## src/rtl/pam_modulation.sv

```systemverilog
// PAM transmit modulator: per frame a pilot ramp over all levels, LENGTH_DATA data symbols, then a
// silent guard gap. Define PAM_GRAY_EN to treat data symbols as Gray-coded level indices.
module pam_modulation #(
    parameter int AD_CVER_WIDTH  = 12,
    parameter int LENGTH_DATA    = 1024,
    parameter int PAM_ORDER      = 4,
    parameter int WIDTH_AXI_DATA = 32,
    parameter int GUARD_LEN      = 16
) (
    input  logic                        clk,
    input  logic                        rst_n,
    input  logic                        s_axi_tvalid,
    output logic                        s_axi_tready,
    input  logic [WIDTH_AXI_DATA-1:0]   s_axi_tdata,
    input  logic [WIDTH_AXI_DATA/8-1:0] s_axi_tkeep,
    input  logic                        s_axi_tlast,
    output logic                        mod_da_valid,
    output logic [AD_CVER_WIDTH-1:0]    mod_da_data,
    output logic                        mod_da_sof,
    output logic                        mod_da_eof,
    output logic                        err_underrun,
    output logic                        err_framing
);

    localparam int Spw   = WIDTH_AXI_DATA / PAM_ORDER;
    localparam int Wpf   = LENGTH_DATA / Spw;
    localparam int NLev  = 1 << PAM_ORDER;
    localparam int CntW  = $clog2(LENGTH_DATA + NLev);
    localparam int SlotW = $clog2(Spw + 1);
    localparam int WordW = $clog2(Wpf + 1);
    localparam int GapW  = $clog2(GUARD_LEN + 1);

    localparam logic [CntW-1:0]  LastPilot = CntW'(NLev - 1);
    localparam logic [CntW-1:0]  LastSym   = CntW'(LENGTH_DATA - 1);
    localparam logic [SlotW-1:0] LastSlot  = SlotW'(Spw - 1);
    localparam logic [WordW-1:0] LastWord  = WordW'(Wpf - 1);
    localparam logic [GapW-1:0]  LastGap   = GapW'(GUARD_LEN - 1);

    localparam logic [1:0] StIdle  = 2'd0;
    localparam logic [1:0] StPilot = 2'd1;
    localparam logic [1:0] StData  = 2'd2;
    localparam logic [1:0] StGap   = 2'd3;

    // Offset-binary to two's complement: invert the index MSB, left-justify in the DAC word.
    function automatic logic [AD_CVER_WIDTH-1:0] level_of(input logic [PAM_ORDER-1:0] k);
        logic [AD_CVER_WIDTH-1:0] r;
        r = '0;
        r[AD_CVER_WIDTH-1 -: PAM_ORDER] = k;
        r[AD_CVER_WIDTH-1] = ~r[AD_CVER_WIDTH-1];
        return r;
    endfunction

`ifdef PAM_GRAY_EN
    function automatic logic [PAM_ORDER-1:0] gray2bin(input logic [PAM_ORDER-1:0] g);
        logic [PAM_ORDER-1:0] b;
        b[PAM_ORDER-1] = g[PAM_ORDER-1];
        for (int i = PAM_ORDER - 2; i >= 0; i--) begin
            b[i] = b[i+1] ^ g[i];
        end
        return b;
    endfunction
`endif

    logic [1:0]                state_q, state_d;
    logic [CntW-1:0]           sym_cnt_q, sym_cnt_d;
    logic [SlotW-1:0]          slot_cnt_q, slot_cnt_d;
    logic [WordW-1:0]          word_cnt_q, word_cnt_d;
    logic [GapW-1:0]           gap_cnt_q, gap_cnt_d;
    logic [WIDTH_AXI_DATA-1:0] hold_q, hold_d;
    logic                      hold_full_q, hold_full_d;
    logic                      hold_last_q, hold_last_d;
    logic [WIDTH_AXI_DATA-1:0] shift_q, shift_d;
    logic                      slot_empty_q, slot_empty_d;
    logic                      valid_q, valid_d;
    logic [AD_CVER_WIDTH-1:0]  data_q, data_d;
    logic                      sof_q, sof_d;
    logic                      eof_q, eof_d;
    logic                      err_underrun_q, err_underrun_d;
    logic                      err_framing_q, err_framing_d;

    logic                      load_shift;
    logic                      hold_unload;
    logic                      accept;
    logic [PAM_ORDER-1:0]      data_sym;
    logic [PAM_ORDER-1:0]      data_k;
    logic                      unused_tkeep;

    assign unused_tkeep = ^s_axi_tkeep;
    assign data_sym     = shift_q[WIDTH_AXI_DATA-1 -: PAM_ORDER];
`ifdef PAM_GRAY_EN
    assign data_k = gray2bin(data_sym);
`else
    assign data_k = data_sym;
`endif

    // A reload is due on the last pilot and at each slot boundary except after the final symbol.
    always_comb begin
        load_shift = 1'b0;
        if (state_q == StPilot && sym_cnt_q == LastPilot) begin
            load_shift = 1'b1;
        end
        if (state_q == StData && slot_cnt_q == LastSlot && sym_cnt_q != LastSym) begin
            load_shift = 1'b1;
        end
    end

    assign hold_unload  = load_shift & hold_full_q;
    assign s_axi_tready = rst_n & (~hold_full_q | hold_unload);
    assign accept       = s_axi_tvalid & s_axi_tready;

    always_comb begin
        state_d        = state_q;
        sym_cnt_d      = sym_cnt_q;
        slot_cnt_d     = slot_cnt_q;
        word_cnt_d     = word_cnt_q;
        gap_cnt_d      = gap_cnt_q;
        hold_d         = hold_q;
        hold_full_d    = hold_full_q;
        hold_last_d    = hold_last_q;
        shift_d        = shift_q;
        slot_empty_d   = slot_empty_q;
        valid_d        = 1'b0;
        data_d         = '0;
        sof_d          = 1'b0;
        eof_d          = 1'b0;
        err_underrun_d = err_underrun_q;
        err_framing_d  = err_framing_q;

        if (accept) begin
            hold_d      = s_axi_tdata;
            hold_last_d = s_axi_tlast;
            hold_full_d = 1'b1;
        end else if (hold_unload) begin
            hold_full_d = 1'b0;
        end

        case (state_q)
            StIdle: begin
                if (hold_full_q) begin
                    state_d    = StPilot;
                    sym_cnt_d  = CntW'(1);
                    word_cnt_d = '0;
                    valid_d    = 1'b1;
                    sof_d      = 1'b1;
                    data_d     = level_of(PAM_ORDER'(0));
                end
            end
            StPilot: begin
                valid_d = 1'b1;
                data_d  = level_of(sym_cnt_q[PAM_ORDER-1:0]);
                if (sym_cnt_q == LastPilot) begin
                    state_d   = StData;
                    sym_cnt_d = '0;
                end else begin
                    sym_cnt_d = sym_cnt_q + CntW'(1);
                end
            end
            StData: begin
                valid_d    = 1'b1;
                data_d     = slot_empty_q ? '0 : level_of(data_k);
                shift_d    = shift_q << PAM_ORDER;
                slot_cnt_d = slot_cnt_q + SlotW'(1);
                sym_cnt_d  = sym_cnt_q + CntW'(1);
                if (sym_cnt_q == LastSym) begin
                    eof_d     = 1'b1;
                    state_d   = StGap;
                    gap_cnt_d = '0;
                end
            end
            default: begin
                if (gap_cnt_q == LastGap) begin
                    state_d = StIdle;
                end else begin
                    gap_cnt_d = gap_cnt_q + GapW'(1);
                end
            end
        endcase

        // An empty hold at reload time leaves a silent slot; the frame timing is not stretched.
        if (load_shift) begin
            slot_cnt_d = '0;
            word_cnt_d = word_cnt_q + WordW'(1);
            if (hold_full_q) begin
                shift_d      = hold_q;
                slot_empty_d = 1'b0;
                if (hold_last_q != (word_cnt_q == LastWord)) begin
                    err_framing_d = 1'b1;
                end
            end else begin
                shift_d        = '0;
                slot_empty_d   = 1'b1;
                err_underrun_d = 1'b1;
            end
        end
    end

    always_ff @(posedge clk) begin
        if (!rst_n) begin
            state_q        <= StIdle;
            sym_cnt_q      <= '0;
            slot_cnt_q     <= '0;
            word_cnt_q     <= '0;
            gap_cnt_q      <= '0;
            hold_q         <= '0;
            hold_full_q    <= 1'b0;
            hold_last_q    <= 1'b0;
            shift_q        <= '0;
            slot_empty_q   <= 1'b0;
            valid_q        <= 1'b0;
            data_q         <= '0;
            sof_q          <= 1'b0;
            eof_q          <= 1'b0;
            err_underrun_q <= 1'b0;
            err_framing_q  <= 1'b0;
        end else begin
            state_q        <= state_d;
            sym_cnt_q      <= sym_cnt_d;
            slot_cnt_q     <= slot_cnt_d;
            word_cnt_q     <= word_cnt_d;
            gap_cnt_q      <= gap_cnt_d;
            hold_q         <= hold_d;
            hold_full_q    <= hold_full_d;
            hold_last_q    <= hold_last_d;
            shift_q        <= shift_d;
            slot_empty_q   <= slot_empty_d;
            valid_q        <= valid_d;
            data_q         <= data_d;
            sof_q          <= sof_d;
            eof_q          <= eof_d;
            err_underrun_q <= err_underrun_d;
            err_framing_q  <= err_framing_d;
        end
    end

    assign mod_da_valid = valid_q;
    assign mod_da_data  = data_q;
    assign mod_da_sof   = sof_q;
    assign mod_da_eof   = eof_q;
    assign err_underrun = err_underrun_q;
    assign err_framing  = err_framing_q;

endmodule

```

## config.mk

```make
export PLATFORM = sky130hd
export DESIGN_NAME = pam_modulation
export DESIGN_NICKNAME = d
export VERILOG_FILES = /design/src/rtl/pam_modulation.sv
export SDC_FILE = /design/constraint.sdc
export NUM_CORES = 1
export LEC_CHECK = 0
export ABC_AREA = 1
export BUFFER_PORTS_ARGS = -buffer_cell sky130_fd_sc_hd__buf_4
export CAP_MARGIN = 15
export CORE_MARGIN = 3
export CORE_UTILIZATION = 50
export CTS_CLUSTER_SIZE = 14
export DETAILED_ROUTE_END_ITERATION = 6
export GPL_ROUTABILITY_DRIVEN = 0
export GPL_TIMING_DRIVEN = 0
export PLACE_DENSITY = 0.69
export RECOVER_POWER = 100
export SKIP_LAST_GASP = 1
export SYNTH_ARGS = -nofsm -noshare
export SYNTH_HDL_FRONTEND = slang
export SYNTH_SLANG_ARGS = --single-unit
```

## constraint.sdc

```tcl
create_clock -name clk -period 4.1 [get_ports clk]
set_input_delay 0.205 -clock clk [delete_from_list [all_inputs] [get_ports clk]]
set_output_delay 0.205 -clock clk [all_outputs]
set_load 0.1 [all_outputs]
```

======== Yosys cells after proc, flatten, opt, wreduce, memory -nomap -nowiden ========
Index checks and enable logic that the tools add are counted.
cells by class
  add/subtract/negate cells ............... 4
  multipliers ............................. 0
  div/mod/pow operators ................... 0
  $lt $le $gt $ge ......................... 0
  equality and inequality tests ........... 13
  shift-type cells ........................ 0
  muxes and demuxes ....................... 28
  bitwise gates (word level) .............. 9
  reduce and logical (&&, ||, !) cells .... 21
operators by type and width
  kind                   number
  $mux 32                3
  $pmux 12 s3            1
  $pmux 11 s3            1
  $mux 12                2
  $mux 8                 3
  $mux 11                2
  $add 11x1->11 const B  1
  $eq 11x10->1 const B   1
  $eq 11x4->1 const B    1
  $ne 11x10->1 const B   1
  $mux 5                 2
  $pmux 5 s2             1
  $reduce_and 2->1       5
  $add 8x1->8 const B    1
  $eq 8x7->1 const B     1
  $mux 2                 4
  $reduce_bool 2->1      4
  $mux 1                 7
  $pmux 2 s3             1
  $reduce_and 3->1       2
  $reduce_or 2->1        3
  $add 5x1->5 const B    1
  $eq 5x4->1 const B     1
  $not 1->1              5
  other kinds (15)       21
word-level totals
  flip-flop bits (word level) ............. 114
  latch bits .............................. 0
  memory bits (writable) .................. 0
  ROM bits ................................ 0
  memories kept ........................... 0

======== Depth between registers and ports, before layout ========
  depth after elaboration ................. 9
  depth in mapped cells ................... 12

======== Least setup slack after synthesis ========
Ideal clock, no wire load.
  path type ............................... register -> output
  from .................................... reg state_q[0]
  to ...................................... out s_axi_tready
  data arrival time ....................... 2.039 ns
  required time ........................... 3.895 ns
  setup slack ............................. 1.856 ns
  stages on the path, launching flop included .. 11
  buffers on the path ..................... 2
  cell sequence ........................... dfxtp_1 inv_1 ha_1 buf_4 nand3_1 nor2_1 nand2_4 nand3_4 buf_2 nand2_1 inv_1
between the ends
  cells in the longest elaborated chain, start to end .. 7
  elaborated cells on any way between the ends .. 10
  classes of those cells .................. 2 x eq/ne; 2 x mux; 3 x bitwise; 3 x reduce/logical
RTL lines
  element                                             line     RTL
  from (decl)                                         64       logic [1:0] state_q, state_d;
  from (signal assigned)                              199      state_q <= StIdle;
  from (signal assigned)                              216      state_q <= state_d;
  $eq 2x1->1 / $eq 2x2->1 (equally long branches)     99, 102
  $logic_and 1x1->1 (on tied branches)                99, 102
  $mux 1 / $logic_and 1x1->1 (equally long branches)  99, 102
  $mux 1 (*)                                          102      if (state_q == StData && slot_cnt_q == LastSlot && sym_cnt_q != LastSym) begin
  $and 1x1->1 (*)                                     107      assign hold_unload = load_shift & hold_full_q;
  $or 1x1->1 (*)                                      108      assign s_axi_tready = rst_n & (~hold_full_q | hold_unload);
  $and 1x1->1 (*)                                     108
  to (decl)                                           13       output logic s_axi_tready,
Every way passes the cells marked *; elsewhere a longest branch is shown, timed or not.

======== Worst setup path after layout ========
Same ends and word-level chain as after synthesis.

==> flow_metrics.tcl <==
set metrics [dict create \
    antenna_cells_inserted 0 \
    timing.critical_path.cells "inv_1 -> ha_1 -> clkbuf_1 -> nand3_1 -> nor2_1 -> nand2_1 -> nand3_4 -> clkbuf_1 -> nand2_1 -> inv_1 -> buf_4" \
    total_power_mw 3.14 \
    area_growth_syn_to_layout_pct 11.9 \
    design_area_um2 6380 \
    route.layer.met1.wl_um 6840 \
    ys_ff_latch 106 \
    finClkSkew_ps 10.4 \
    detail_route.iter0.violations 305 \
    met3RoutedLength_um 741 \
    maxSlewViolCount 0 \
    setup_violations 0 \
    met2_wirelength_um 5680 \
    antenna_found_initial 0 \
    cts.reportedPaths.clkPinSlew_ps 70 \
    syn_area_per_cell_um2 6.58 \
    worst_slew_pin_slew_ps 1180 \
    grt_setup_unrepaired "no" \
    tritoncts "yes" \
    final_core_util 0.581 \
    maxUsedRoutingLayer "met4" \
    layout.nets 976 \
    wl_per_cell_um 12.5 \
    final_antenna_net_count 0 \
    grt_max_degree 17 \
    final.period_utilization 0.747 \
    htree_num_levels 3 \
    io_buffer_count 43 \
    rows 38 \
    post-route-worst-setup-slack_ps 1040 \
    vias_per_cell 4.85 \
    overflow 0 \
    share_of_post_route_cells_with_drive_strength_above_1 0.0869 \
    ir_drop_mv 0.308 \
    ctsLongestPathBuffers 2 \
    crit_arrival_ps 2860 \
    power_leakage_nw 3.52 \
    crit_type "reg -> out" \
    timing.final.crit_period_ps 3060 \
    post-dp-hpwl_um 9950 \
    globalRouteTotalUtil 0.221 \
    syn_inst 866 \
    cts_inserted_buffers 9 \
    floorplan.initialDensity 0.519 \
    clock_tree.root_cell "sky130_fd_sc_hd__clkbuf_16" \
    cp-start-kind "flop" \
    global_route_wire_length_before_repair_um 23100 \
    yosysSeqAreaShare 0.373 \
    postCtsHoldBufs 0 \
    placed_cells 1056 \
    grt_pass1_vias 4880 \
    report.final.hold_viol_count 0 \
    synth_warnings 0 \
    worstSkewPairLatency_ps 360 \
    outcome "complete, no violations" \
    initial_drt_pass_iterations 6 \
    hold_slack_ps 87.2 \
    synth_cell_types 30 \
    cp-end-kind "output port" \
    detail_route.drc_violations 0 \
    slew_headroom 0.218 \
    num_vias 5195 \
    max_freq_ghz 0.326 \
    totalWireLength_um 13400 \
    postCtsSetupRepairBufs 0 \
    worstPathMaxFanout 10 \
    mappedNetlistArea_um2 5700 \
    design.die.area_um2 12700 \
    clkSinkCount 106 \
    dpl_worst_slack_ps 1900 \
    cp.required_ps 3890 \
    post_cts_resize_count 0 \
    core_area_um2 11000 \
    critical-path-max-stage-delay_ps 340 \
    dpl_cell_area_um2 6220 \
    worstHoldPathType "in -> reg" \
    fin_setup_tns_ps 0 \
    ioPinCount 58 \
    die_width_um 113 \
    cap_viol_max_count 0 \
    crit_path_top_delay_cell "sky130_fd_sc_hd__clkbuf_1" \
    cellPowerDensity_nw_per_um2 493 \
    chipHeight_um 113 \
    final_cells 1072 \
]
[flip-flops by register name (all words and copies together) (netlist names), 2 cells and up]
name / count
gap_cnt_q: 5
hold_q: 32
mod_da_data: 4
shift_q: 32
slot_cnt_q: 4
state_q: 2
sym_cnt_q: 11
word_cnt_q: 8
[worst paths after layout]
check,from,to,slack [ps],depth (start not counted)
max,state_q[0],s_axi_tready,1040,11
min,s_axi_tdata[11],hold_q[11],90,3
max reg2reg,state_q[0],err_framing,1370,10
min reg2reg,err_underrun,err_underrun,450,2
[layout make-up]
cell class | instances | area (µm²)
clock inverters | 4 | 26.3
clock buffers | 12 | 256
flip-flops and latches | 106 | 2120
plain buffers | 58 | 297
multi-input cells | 554 | 2630
repair buffers | 43 | 289
well taps | 140 | 175
fillers | 1088 | 4610
inverters | 155 | 582
[synthesized netlist by cell type]
cell type                  instances  area (µm²)
sky130_fd_sc_hd__nand2_8           1        20.0
sky130_fd_sc_hd__o21bai_1          2        15.0
sky130_fd_sc_hd__or2_0             1        6.26
sky130_fd_sc_hd__o21ai_0           9        45.0
sky130_fd_sc_hd__a211oi_1          1        7.51
sky130_fd_sc_hd__nand3_2           3        30.0
sky130_fd_sc_hd__inv_2             1        3.75
sky130_fd_sc_hd__o21ai_1           5        25.0
sky130_fd_sc_hd__a21oi_1          32         160
sky130_fd_sc_hd__buf_6            10         113
sky130_fd_sc_hd__nor3_1           10        50.1
sky130_fd_sc_hd__nand2_4           1        11.3
sky130_fd_sc_hd__dfxtp_1         106        2120
sky130_fd_sc_hd__a22oi_1           1        7.51
sky130_fd_sc_hd__buf_1            11        41.3
sky130_fd_sc_hd__buf_4            12        90.1
sky130_fd_sc_hd__nand3b_1         28         210
sky130_fd_sc_hd__buf_2            13        65.1
sky130_fd_sc_hd__nand3_4           2        35.0
sky130_fd_sc_hd__clkbuf_1         12        45.0
sky130_fd_sc_hd__nor2_2            2        12.5
sky130_fd_sc_hd__inv_1           154         578
sky130_fd_sc_hd__nand4_1          44         275
sky130_fd_sc_hd__conb_1            1        3.75
sky130_fd_sc_hd__xor2_1            6        52.6
sky130_fd_sc_hd__nand2_1         284        1070
sky130_fd_sc_hd__nor3b_1           1        7.51
sky130_fd_sc_hd__ha_1              9         113
sky130_fd_sc_hd__nor2_1           28         105
sky130_fd_sc_hd__nand3_1          76         380
[layer usage]
metal	GRT usage	vias to the layer above
li1	-	2793
met2	0.327	113
met1	0.323	2272
met3	0.0529	17
met4	0.0545	0
met5	0	-
[critical path, delay by kind of cell (launching register included)]
| kind | cells | cell delay, ps |
|---|---|---|
| adder cells (fa/ha/maj) | 1 | 150 |
| buffers and inverters | 5 | 1140 |
| flip-flops | 1 | 330 |
| AND/OR/NAND/NOR | 5 | 900 |
[cells in the final DEF (no fill, tap or decap), types with 6 or more instances in the layout]
cell type                   Yosys  final
sky130_fd_sc_hd__a21oi_1       32     32
sky130_fd_sc_hd__buf_1         11     11
sky130_fd_sc_hd__buf_2         13     12
sky130_fd_sc_hd__buf_4         12     45
sky130_fd_sc_hd__clkbuf_1      12     31
sky130_fd_sc_hd__clkbuf_16      0      9
sky130_fd_sc_hd__conb_1         1      8
sky130_fd_sc_hd__dfxtp_1      106    106
sky130_fd_sc_hd__ha_1           9      9
sky130_fd_sc_hd__inv_1        154    155
sky130_fd_sc_hd__nand2_1      284    286
sky130_fd_sc_hd__nand3_1       76     77
sky130_fd_sc_hd__nand3b_1      28     28
sky130_fd_sc_hd__nand4_1       44     44
sky130_fd_sc_hd__nor2_1        28     28
sky130_fd_sc_hd__nor3_1        10     10
sky130_fd_sc_hd__o21ai_0        9     12
sky130_fd_sc_hd__xor2_1         6      6
[kinds of logic after synthesis]
logic type	count (synthesis)	synth area share
other	1	0.000658
xor gates and xnor gates	6	0.00922
buffers and inverters	213	0.164
AOI/OAI and AO/OA	50	0.0457
adders and majority gates	9	0.0198
DFF	106	0.373
and+or+nand+nor	481	0.388
[report_power, final]
| group | internal (mW) | switching (mW) | total (mW) | leakage [nW] |
|---|---|---|---|---|
| registers | 1.17 | 0.0764 | 1.25 | 0.865 |
| logic | 0.371 | 0.694 | 1.06 | 2.51 |
| clock network | 0.445 | 0.384 | 0.829 | 0.139 |
(Power assumes the default switching activity.)
